### src/rtl/fp_mul_seq_pkg.sv
// Shared floating-point helpers for the sequential multiplier (package fp_pkg).
// Holds the controller state type, bias / canonical-NaN builders and
// operand classification helpers used by fp_mul_seq.
package fp_pkg;

  typedef enum logic [2:0] {
    S_IDLE  = 3'd0,
    S_MUL   = 3'd1,
    S_NORM  = 3'd2,
    S_ROUND = 3'd3,
    S_DONE  = 3'd4
  } fp_mul_state_t;

  // Exponent bias for an exponent field of exp_w bits.
  function automatic int fp_bias(input int exp_w);
    return (1 << (exp_w - 1)) - 1;
  endfunction

  // Canonical quiet NaN: sign 0, exponent all ones, fraction MSB set.
  // Returned in a wide container; callers truncate to their format width.
  function automatic logic [63:0] fp_qnan(input int exp_w, input int man_w);
    logic [63:0] v;
    v = ((64'd1 << exp_w) - 64'd1) << man_w;
    v = v | (64'd1 << (man_w - 1));
    return v;
  endfunction

  // NaN: exponent all ones with a non-zero fraction.
  function automatic logic is_nan(input logic expOnes, input logic fracNz);
    return expOnes && fracNz;
  endfunction

  // Infinity: exponent all ones with a zero fraction.
  function automatic logic is_inf(input logic expOnes, input logic fracNz);
    return expOnes && !fracNz;
  endfunction

  // Zero: exponent zero; subnormals are deliberately folded into zero.
  function automatic logic is_zero(input logic expZero);
    return expZero;
  endfunction

endpackage

### src/rtl/fp_mul_seq_if.sv
// Request/response bundle of the sequential floating-point multiplier.
// The master side (operand register file / bench) drives start and operands;
// the slave side (fp_mul_seq) returns the result, handshake and status flags.
interface fp_mul_seq_if #(
  parameter int EXP_W = 8,
  parameter int MAN_W = 23
);
  localparam int FP_W = 1 + EXP_W + MAN_W;

  logic            mul_start;
  logic [FP_W-1:0] op1;
  logic [FP_W-1:0] op2;
  logic [FP_W-1:0] mul_result;
  logic            mul_done;
  logic            mul_busy;
  logic            mul_overflow;
  logic            mul_underflow;
  logic            mul_invalid;

  modport master (
    output mul_start, op1, op2,
    input  mul_result, mul_done, mul_busy,
    input  mul_overflow, mul_underflow, mul_invalid
  );

  modport slave (
    input  mul_start, op1, op2,
    output mul_result, mul_done, mul_busy,
    output mul_overflow, mul_underflow, mul_invalid
  );

endinterface

### src/rtl/fp_mul_seq_mant.sv
// mant_seq_mul: iterative shift-add significand multiplier.
// load_i captures both significands and clears the accumulator; each step_i
// cycle consumes one multiplier bit, LSB first. done_o marks the final step,
// after which prod_o holds the full 2*SW-bit product.
module mant_seq_mul #(
  parameter int SW = 24
) (
  input  logic            clk,
  input  logic            rst,
  input  logic            load_i,
  input  logic [SW-1:0]   a_i,
  input  logic [SW-1:0]   b_i,
  input  logic            step_i,
  output logic            done_o,
  output logic [2*SW-1:0] prod_o
);
  localparam int PW = 2 * SW;
  localparam int CW = (SW > 1) ? $clog2(SW) : 1;
  localparam logic [CW-1:0] LAST = CW'(SW - 1);

  logic [SW-1:0] mcand_q;
  logic [SW-1:0] mplier_q;
  logic [PW-1:0] acc_q;
  logic [CW-1:0] cnt_q;
  logic [SW:0]   partial;

  // Add the multiplicand into the upper half when the current multiplier bit is set.
  always_comb begin
    partial = {1'b0, acc_q[PW-1:SW]} + (mplier_q[0] ? {1'b0, mcand_q} : '0);
  end

  // Load operands, or shift the accumulator right one place per step.
  always_ff @(posedge clk) begin
    if (rst) begin
      mcand_q  <= '0;
      mplier_q <= '0;
      acc_q    <= '0;
      cnt_q    <= '0;
    end else if (load_i) begin
      mcand_q  <= a_i;
      mplier_q <= b_i;
      acc_q    <= '0;
      cnt_q    <= '0;
    end else if (step_i) begin
      acc_q    <= {partial, acc_q[SW-1:1]};
      mplier_q <= mplier_q >> 1;
      cnt_q    <= (cnt_q == LAST) ? '0 : cnt_q + CW'(1);
    end
  end

  assign done_o = step_i && (cnt_q == LAST);
  assign prod_o = acc_q;

endmodule

### src/rtl/fp_mul_seq.sv
// fp_mul_seq: multi-cycle IEEE-754-style multiplier with start/done handshake.
// Sequence: IDLE -> MUL (MAN_W+1 cycles) -> NORM -> ROUND -> DONE -> IDLE,
// giving a fixed latency for every operand, specials included.
// Optional build macro FP_MUL_RNE_EN: round-to-nearest-even instead of truncation.
module fp_mul_seq
  import fp_pkg::*;
#(
  parameter int EXP_W = 8,
  parameter int MAN_W = 23
) (
  input  logic         clk,
  input  logic         rst,
  fp_mul_seq_if.slave  bus
);
  localparam int FP_W = 1 + EXP_W + MAN_W;
  localparam int SW   = MAN_W + 1;
  localparam int PW   = 2 * SW;
  localparam int XW   = EXP_W + 2;
  localparam logic [XW-1:0]   BIAS    = XW'(fp_bias(EXP_W));
  localparam logic [XW-1:0]   EXP_MAX = XW'((1 << EXP_W) - 1);
  localparam logic [FP_W-1:0] QNAN    = FP_W'(fp_qnan(EXP_W, MAN_W));
`ifdef FP_MUL_RNE_EN
  localparam bit RNE_EN = 1'b1;
`else
  localparam bit RNE_EN = 1'b0;
`endif

  fp_mul_state_t   state_q, state_d;
  logic [FP_W-1:0] opA_q, opB_q;
  logic [PW-2:0]   norm_q, norm_d;
  logic [XW-1:0]   exp_q, expNorm_d;
  logic [FP_W-1:0] result_q, result_d;
  logic            ovf_q, ovf_d, unf_q, unf_d, inv_q, inv_d;

  logic            accept;
  logic            mulDone;
  logic [PW-1:0]   prod;

  logic            signR;
  logic [EXP_W-1:0] expA, expB;
  logic            nanA, nanB, infA, infB, zeroA, zeroB;

  logic [SW-1:0]   kept;
  logic            guardBit, roundBit, stickyBit, roundUp;
  logic [SW:0]     rounded;
  logic [MAN_W-1:0] fracRnd;
  logic [XW-1:0]   expRnd;

  assign accept = (state_q == S_IDLE) && bus.mul_start;

  mant_seq_mul #(.SW(SW)) u_mant (
    .clk    (clk),
    .rst    (rst),
    .load_i (accept),
    .a_i    ({1'b1, bus.op1[MAN_W-1:0]}),
    .b_i    ({1'b1, bus.op2[MAN_W-1:0]}),
    .step_i (state_q == S_MUL),
    .done_o (mulDone),
    .prod_o (prod)
  );

  // Field extraction and special-operand classification of the captured operands.
  always_comb begin
    signR = opA_q[FP_W-1] ^ opB_q[FP_W-1];
    expA  = opA_q[FP_W-2:MAN_W];
    expB  = opB_q[FP_W-2:MAN_W];
    nanA  = is_nan(&expA, |opA_q[MAN_W-1:0]);
    nanB  = is_nan(&expB, |opB_q[MAN_W-1:0]);
    infA  = is_inf(&expA, |opA_q[MAN_W-1:0]);
    infB  = is_inf(&expB, |opB_q[MAN_W-1:0]);
    zeroA = is_zero(~|expA);
    zeroB = is_zero(~|expB);
  end

  // Controller sequencing; a start is only honoured while idle.
  always_comb begin
    state_d = state_q;
    case (state_q)
      S_IDLE:  if (bus.mul_start) state_d = S_MUL;
      S_MUL:   if (mulDone) state_d = S_NORM;
      S_NORM:  state_d = S_ROUND;
      S_ROUND: state_d = S_DONE;
      S_DONE:  state_d = S_IDLE;
      default: state_d = S_IDLE;
    endcase
  end

  // Put the leading one at the top of norm; the bit shifted out stays in the sticky region.
  always_comb begin
    if (prod[PW-1]) begin
      norm_d    = {prod[PW-1:2], prod[1] | prod[0]};
      expNorm_d = {2'b00, expA} + {2'b00, expB} - BIAS + XW'(1);
    end else begin
      norm_d    = prod[PW-2:0];
      expNorm_d = {2'b00, expA} + {2'b00, expB} - BIAS;
    end
  end

  // Round the kept significand and renormalise on a carry out of the top.
  always_comb begin
    kept      = norm_q[PW-2:SW-1];
    guardBit  = norm_q[SW-2];
    roundBit  = norm_q[SW-3];
    stickyBit = |norm_q[SW-4:0];
    roundUp   = RNE_EN && guardBit && (roundBit || stickyBit || kept[0]);
    rounded   = {1'b0, kept} + (SW+1)'(roundUp);
    if (rounded[SW]) begin
      fracRnd = rounded[SW-1:1];
      expRnd  = exp_q + XW'(1);
    end else begin
      fracRnd = rounded[MAN_W-1:0];
      expRnd  = exp_q;
    end
  end

  // Final result selection: specials first, then overflow/underflow, then the normal value.
  always_comb begin
    result_d = {signR, expRnd[EXP_W-1:0], fracRnd};
    ovf_d    = 1'b0;
    unf_d    = 1'b0;
    inv_d    = 1'b0;
    if (nanA || nanB || (infA && zeroB) || (zeroA && infB)) begin
      result_d = QNAN;
      inv_d    = 1'b1;
    end else if (infA || infB) begin
      result_d = {signR, {EXP_W{1'b1}}, {MAN_W{1'b0}}};
    end else if (zeroA || zeroB) begin
      result_d = {signR, {(FP_W-1){1'b0}}};
    end else if (!expRnd[XW-1] && (expRnd >= EXP_MAX)) begin
      result_d = {signR, {EXP_W{1'b1}}, {MAN_W{1'b0}}};
      ovf_d    = 1'b1;
    end else if (expRnd[XW-1] || (expRnd == '0)) begin
      result_d = {signR, {(FP_W-1){1'b0}}};
      unf_d    = 1'b1;
    end
  end

  // State, operand capture, pipeline registers and the held result/flags.
  always_ff @(posedge clk) begin
    if (rst) begin
      state_q  <= S_IDLE;
      opA_q    <= '0;
      opB_q    <= '0;
      norm_q   <= '0;
      exp_q    <= '0;
      result_q <= '0;
      ovf_q    <= 1'b0;
      unf_q    <= 1'b0;
      inv_q    <= 1'b0;
    end else begin
      state_q <= state_d;
      if (accept) begin
        opA_q <= bus.op1;
        opB_q <= bus.op2;
        ovf_q <= 1'b0;
        unf_q <= 1'b0;
        inv_q <= 1'b0;
      end
      if (state_q == S_NORM) begin
        norm_q <= norm_d;
        exp_q  <= expNorm_d;
      end
      if (state_q == S_ROUND) begin
        result_q <= result_d;
        ovf_q    <= ovf_d;
        unf_q    <= unf_d;
        inv_q    <= inv_d;
      end
    end
  end

  assign bus.mul_result    = result_q;
  assign bus.mul_done      = (state_q == S_DONE);
  assign bus.mul_busy      = (state_q == S_MUL) || (state_q == S_NORM) || (state_q == S_ROUND);
  assign bus.mul_overflow  = ovf_q;
  assign bus.mul_underflow = unf_q;
  assign bus.mul_invalid   = inv_q;

endmodule

### src/flat_wrapper.sv
// flat-port wrapper written by rule: the top's interface ports become plain ports
module fp_mul_seq_flat import fp_pkg::*;
#(
  parameter int EXP_W = 8,
  parameter int MAN_W = 23
)
  (clk, rst, bus_mul_start, bus_op1, bus_op2, bus_mul_result, bus_mul_done, bus_mul_busy, bus_mul_overflow, bus_mul_underflow, bus_mul_invalid);
  fp_mul_seq_if #(.EXP_W(EXP_W), .MAN_W(MAN_W)) bus_i ();
  input  logic clk;
  input  logic rst;
  input wire logic [$bits(bus_i.mul_start)-1:0] bus_mul_start;
  input wire logic [$bits(bus_i.op1)-1:0] bus_op1;
  input wire logic [$bits(bus_i.op2)-1:0] bus_op2;
  output wire logic [$bits(bus_i.mul_result)-1:0] bus_mul_result;
  output wire logic [$bits(bus_i.mul_done)-1:0] bus_mul_done;
  output wire logic [$bits(bus_i.mul_busy)-1:0] bus_mul_busy;
  output wire logic [$bits(bus_i.mul_overflow)-1:0] bus_mul_overflow;
  output wire logic [$bits(bus_i.mul_underflow)-1:0] bus_mul_underflow;
  output wire logic [$bits(bus_i.mul_invalid)-1:0] bus_mul_invalid;
  assign bus_i.mul_start = bus_mul_start;
  assign bus_i.op1 = bus_op1;
  assign bus_i.op2 = bus_op2;
  assign bus_mul_result = bus_i.mul_result;
  assign bus_mul_done = bus_i.mul_done;
  assign bus_mul_busy = bus_i.mul_busy;
  assign bus_mul_overflow = bus_i.mul_overflow;
  assign bus_mul_underflow = bus_i.mul_underflow;
  assign bus_mul_invalid = bus_i.mul_invalid;
  fp_mul_seq #(.EXP_W(EXP_W), .MAN_W(MAN_W)) u_core (.clk(clk), .rst(rst), .bus(bus_i));
endmodule
### config.mk
export PLATFORM = sky130hd
export DESIGN_NAME = fp_mul_seq_flat
export DESIGN_NICKNAME = d
export VERILOG_FILES = /design/src/rtl/fp_mul_seq_pkg.sv /design/src/rtl/fp_mul_seq_if.sv /design/src/rtl/fp_mul_seq_mant.sv /design/src/rtl/fp_mul_seq.sv /design/src/flat_wrapper.sv
export SDC_FILE = /design/constraint.sdc
export NUM_CORES = 1
export LEC_CHECK = 0
export CAP_MARGIN = 20
export CORE_MARGIN = 5
export CORE_UTILIZATION = 25
export CTS_CLUSTER_DIAMETER = 150
export DETAILED_ROUTE_END_ITERATION = 6
export GPL_ROUTABILITY_DRIVEN = 0
export SLEW_MARGIN = 20
export SYNTH_ARGS = -nofsm -noshare
export SYNTH_HDL_FRONTEND = slang
export SYNTH_SLANG_ARGS = --single-unit
### constraint.sdc
create_clock -name clk -period 3.25 [get_ports clk]
set_input_delay 0.325 -clock clk [delete_from_list [all_inputs] [get_ports clk]]
set_output_delay 0.325 -clock clk [all_outputs]
set_load 0.05 [all_outputs]
==> impl_metrics.ini <==
[grt]
grt_pass1_wl_um = 41100
overflow = 0
groute.usage.overall_pct = 12.1
grt_pass1_vias = 7837
grt_max_degree = 111
antenna_found_initial = 0

[cts]
cts_sinks = 190
holdBufCountCts = 0
cts_resized = 0
clk_latency_ps = 460
post_cts_buffers = 0
path_clk_slew_ps = 80
cts-root-buf = clkbuf_16
cts_tree = yes
clockBufferDepth = 2
cts_buffers = 17
h-tree-depth = 4

[power_and_ir_drop]
power_density_nw_per_um2 = 447
pwr-share-clk_pct = 40.5
power_frac_seq_pct = 48.2
p_switching_mw = 1.45
p_leak_nw = 4.04
combPwrFrac_pct = 11.3
total_power_mw = 5.12
p_sw_share_pct = 28.4
internal_power_mw = 3.67
irDropWorstVdd_mv = 0.342

[final_layout]
area_delta_synth_final_pct = 21.9
stdcell_count = 1749
final_nets = 1330
diodes = 0
final_design_area_no_fill_um2 = 11500
drive_above_1_share_pct = 8.00

[place]
io_buffers = 103
place_inst = 1717
placed_area_um2 = 10900
place_hpwl_um = 18500

[setup_path]
reg2reg_slack_ps = 300
critPathMaxFanout = 5
max_stage_delay_ps = 450
crit_path_start_kind = flop
worstPathArrival_ps = 3300
timing.rr.start = u_core.opB_q[23]
cpMostUsedCell = a31oi_1
ff2ff_path_depth = 10
startpoint = u_core.opB_q[23]
crit_path_end_kind = flop
path_cells = ha_1 -> fa_1 -> a211oi_2 -> o21ai_0 -> a221oi_2 -> and2_1 -> a31oi_1 -> a31oi_1 -> nor3_1 -> nor4_1
crit_required_ps = 3600
path_class = reg -> reg
cpMaxStageDelayCell = a221oi_2

[synthesis]
synth_edf_count = 0
synth.ff_latch_count = 190
async_flop_share_pct = 0
synth-seq-area-share_pct = 40.5
synth_cells = 1163
synth_warnings = 0
syn-cell-area_um2 = 9400
synth.avg_cell_area_um2 = 8.08
ys.flop_type = dfxtp_1
syn-num-nets = 1268
synth_cell_types = 62

[timing]
max_freq_ghz = 0.339
setup_viol = 0
rsz0062_at_grt = false
worst_pin_slew_ps = 916
setup_tns_ps = 0
fin_skew_ps = 18.8
drv_slew = 0
hold_ws_ps = 366
min_period_over_period_pct = 90.6
slew_headroom_pct = 38.7
finalHoldViolations = 0
min_period_ps = 2950

[hold_path]
min_from = rst
hold_class = in -> reg
min_path_cells = 2

[route]
detail_route.iter0.violations = 448
num_vias = 8200
antenna_left = 0
drt-total-wl_um = 25200
wl_per_cell_um = 14.4
dr.pass1.iters = 5
viasPerCell = 4.69
drcViolationCount = 0

[floorplanning]
num_rows = 71
fp.dieArea_um2 = 41600
initial_core_util_pct = 25.1
io_pins = 104
core_um2 = 37400
die_w_um = 204
die_height_um = 204

[job]
drv_cap = 0

[status]
status = complete, no violations
layout make-up:
class                           count  area (um2)
Clock buffer                       17         425
Clock inverter                     15         146
Fill cell                        3979       25900
Inverter                           13        48.8
Multi-Input combinational cell    887        5270
Sequential cell                   190        3800
Tap cell                          511         639
Timing Repair Buffer              116        1130
registers in the layout, indices dropped and copies added (netlist names), 9 cells and up:
| signal | flops |
|---|---|
| u_core.u_mant.mplier_q | 24 |
| u_core.opB_q | 32 |
| u_core.u_mant.prod_o | 25 |
| u_core.opA_q | 9 |
| u_core.norm_q | 23 |
| u_core.u_mant.mcand_q | 24 |
| u_core.exp_q | 10 |
| u_core.bus.mul_result | 32 |
placed cells by master (no fill, tap or decap), types with 7 or more instances in the layout:
cell type        instances
nand2_1                239
dfxtp_1                190
a21oi_1                121
nor2_1                 103
clkdlybuf4s50_1        102
o21ai_0                 36
ha_1                    36
a211oi_1                31
and2_1                  28
nand3_1                 26
mux2i_1                 25
a311oi_1                23
a22oi_2                 20
nor2_2                  20
nor3_1                  19
nor4_1                  18
clkbuf_16               17
xor2_1                  16
xnor2_1                 14
inv_1                   13
buf_4                   13
nand4_1                 12
a21o_1                   9
a31oi_1                  8
o21a_1                   7
power by group through the flow:
stage	Clock, mW	Sequential, mW	Combinational [mW]
finish	2.08	2.47	0.577
global route	2.23	2.48	0.651
CTS	2.16	2.47	0.585
detailed placement	0	2.52	0.583
global placement	0	2.52	0.577
floorplan	0	2.50	0.381
routing by layer:
metal	track usage (%)	routed length, um	vias to the layer above
met5	0	0	-
met4	4.79	665	0
met3	2.32	911	30
met2	18.6	11100	152
met1	16.7	12600	3786
li1	-	-	4232
synth_stat cells, drive strengths merged (7+ instances only):
master  instances  area [um2]
dfxtp         190        3800
buf            15        82.6
nor3           19        95.1
nor4           18         113
nand2         239         897
nand3          26         130
a311oi         23         201
nand4          12        75.1
clkbuf         58         218
ha             36         450
inv            13        48.8
xnor2          14         123
or2             7        46.3
a22oi          24         280
xor2           16         140
mux2i          25         250
a21oi         121         606
o21ai          36         180
o21a            7        52.6
a31oi           8        50.1
a21o            9        67.6
and2           28         175
nor2          125         519
a211oi         32         245
through the flow:
| stage | worst slack (ps) | utilization (%) |
|---|---|---|
| floorplan | 359 | - |
| global placement | 407 | 29.1 |
| detailed placement | 325 | 29.1 |
| CTS | 307 | 30.6 |
| global route | 1.75 | 30.7 |
| finish | 304 | 30.7 |
path summary, 6_finish.rpt:
kind / to
min reg2reg: u_core.opB_q[18]
min: u_core.u_mant.mcand_q[23]
max: u_core.exp_q[7]
max reg2reg: u_core.exp_q[7]
cells by family after synthesis:
family	after synthesis	synth area share, %
fa+ha+maj	38	5.22
flops	190	40.5
mux	25	2.66
simple gates	505	24.3
buf+inv	86	3.71
compound gates	287	20.3
xor+xnor	32	3.27
worst max-delay path: cells and delay by family (launching register included):
| kind | cells | cell delay (ps) |
|---|---|---|
| DFF | 1 | 340 |
| adders and majority gates | 2 | 670 |
| AOI/OAI and AO/OA | 5 | 1270 |
| and+or+nand+nor | 3 | 570 |
No activity file was read; power rests on OpenSTA's default activity.
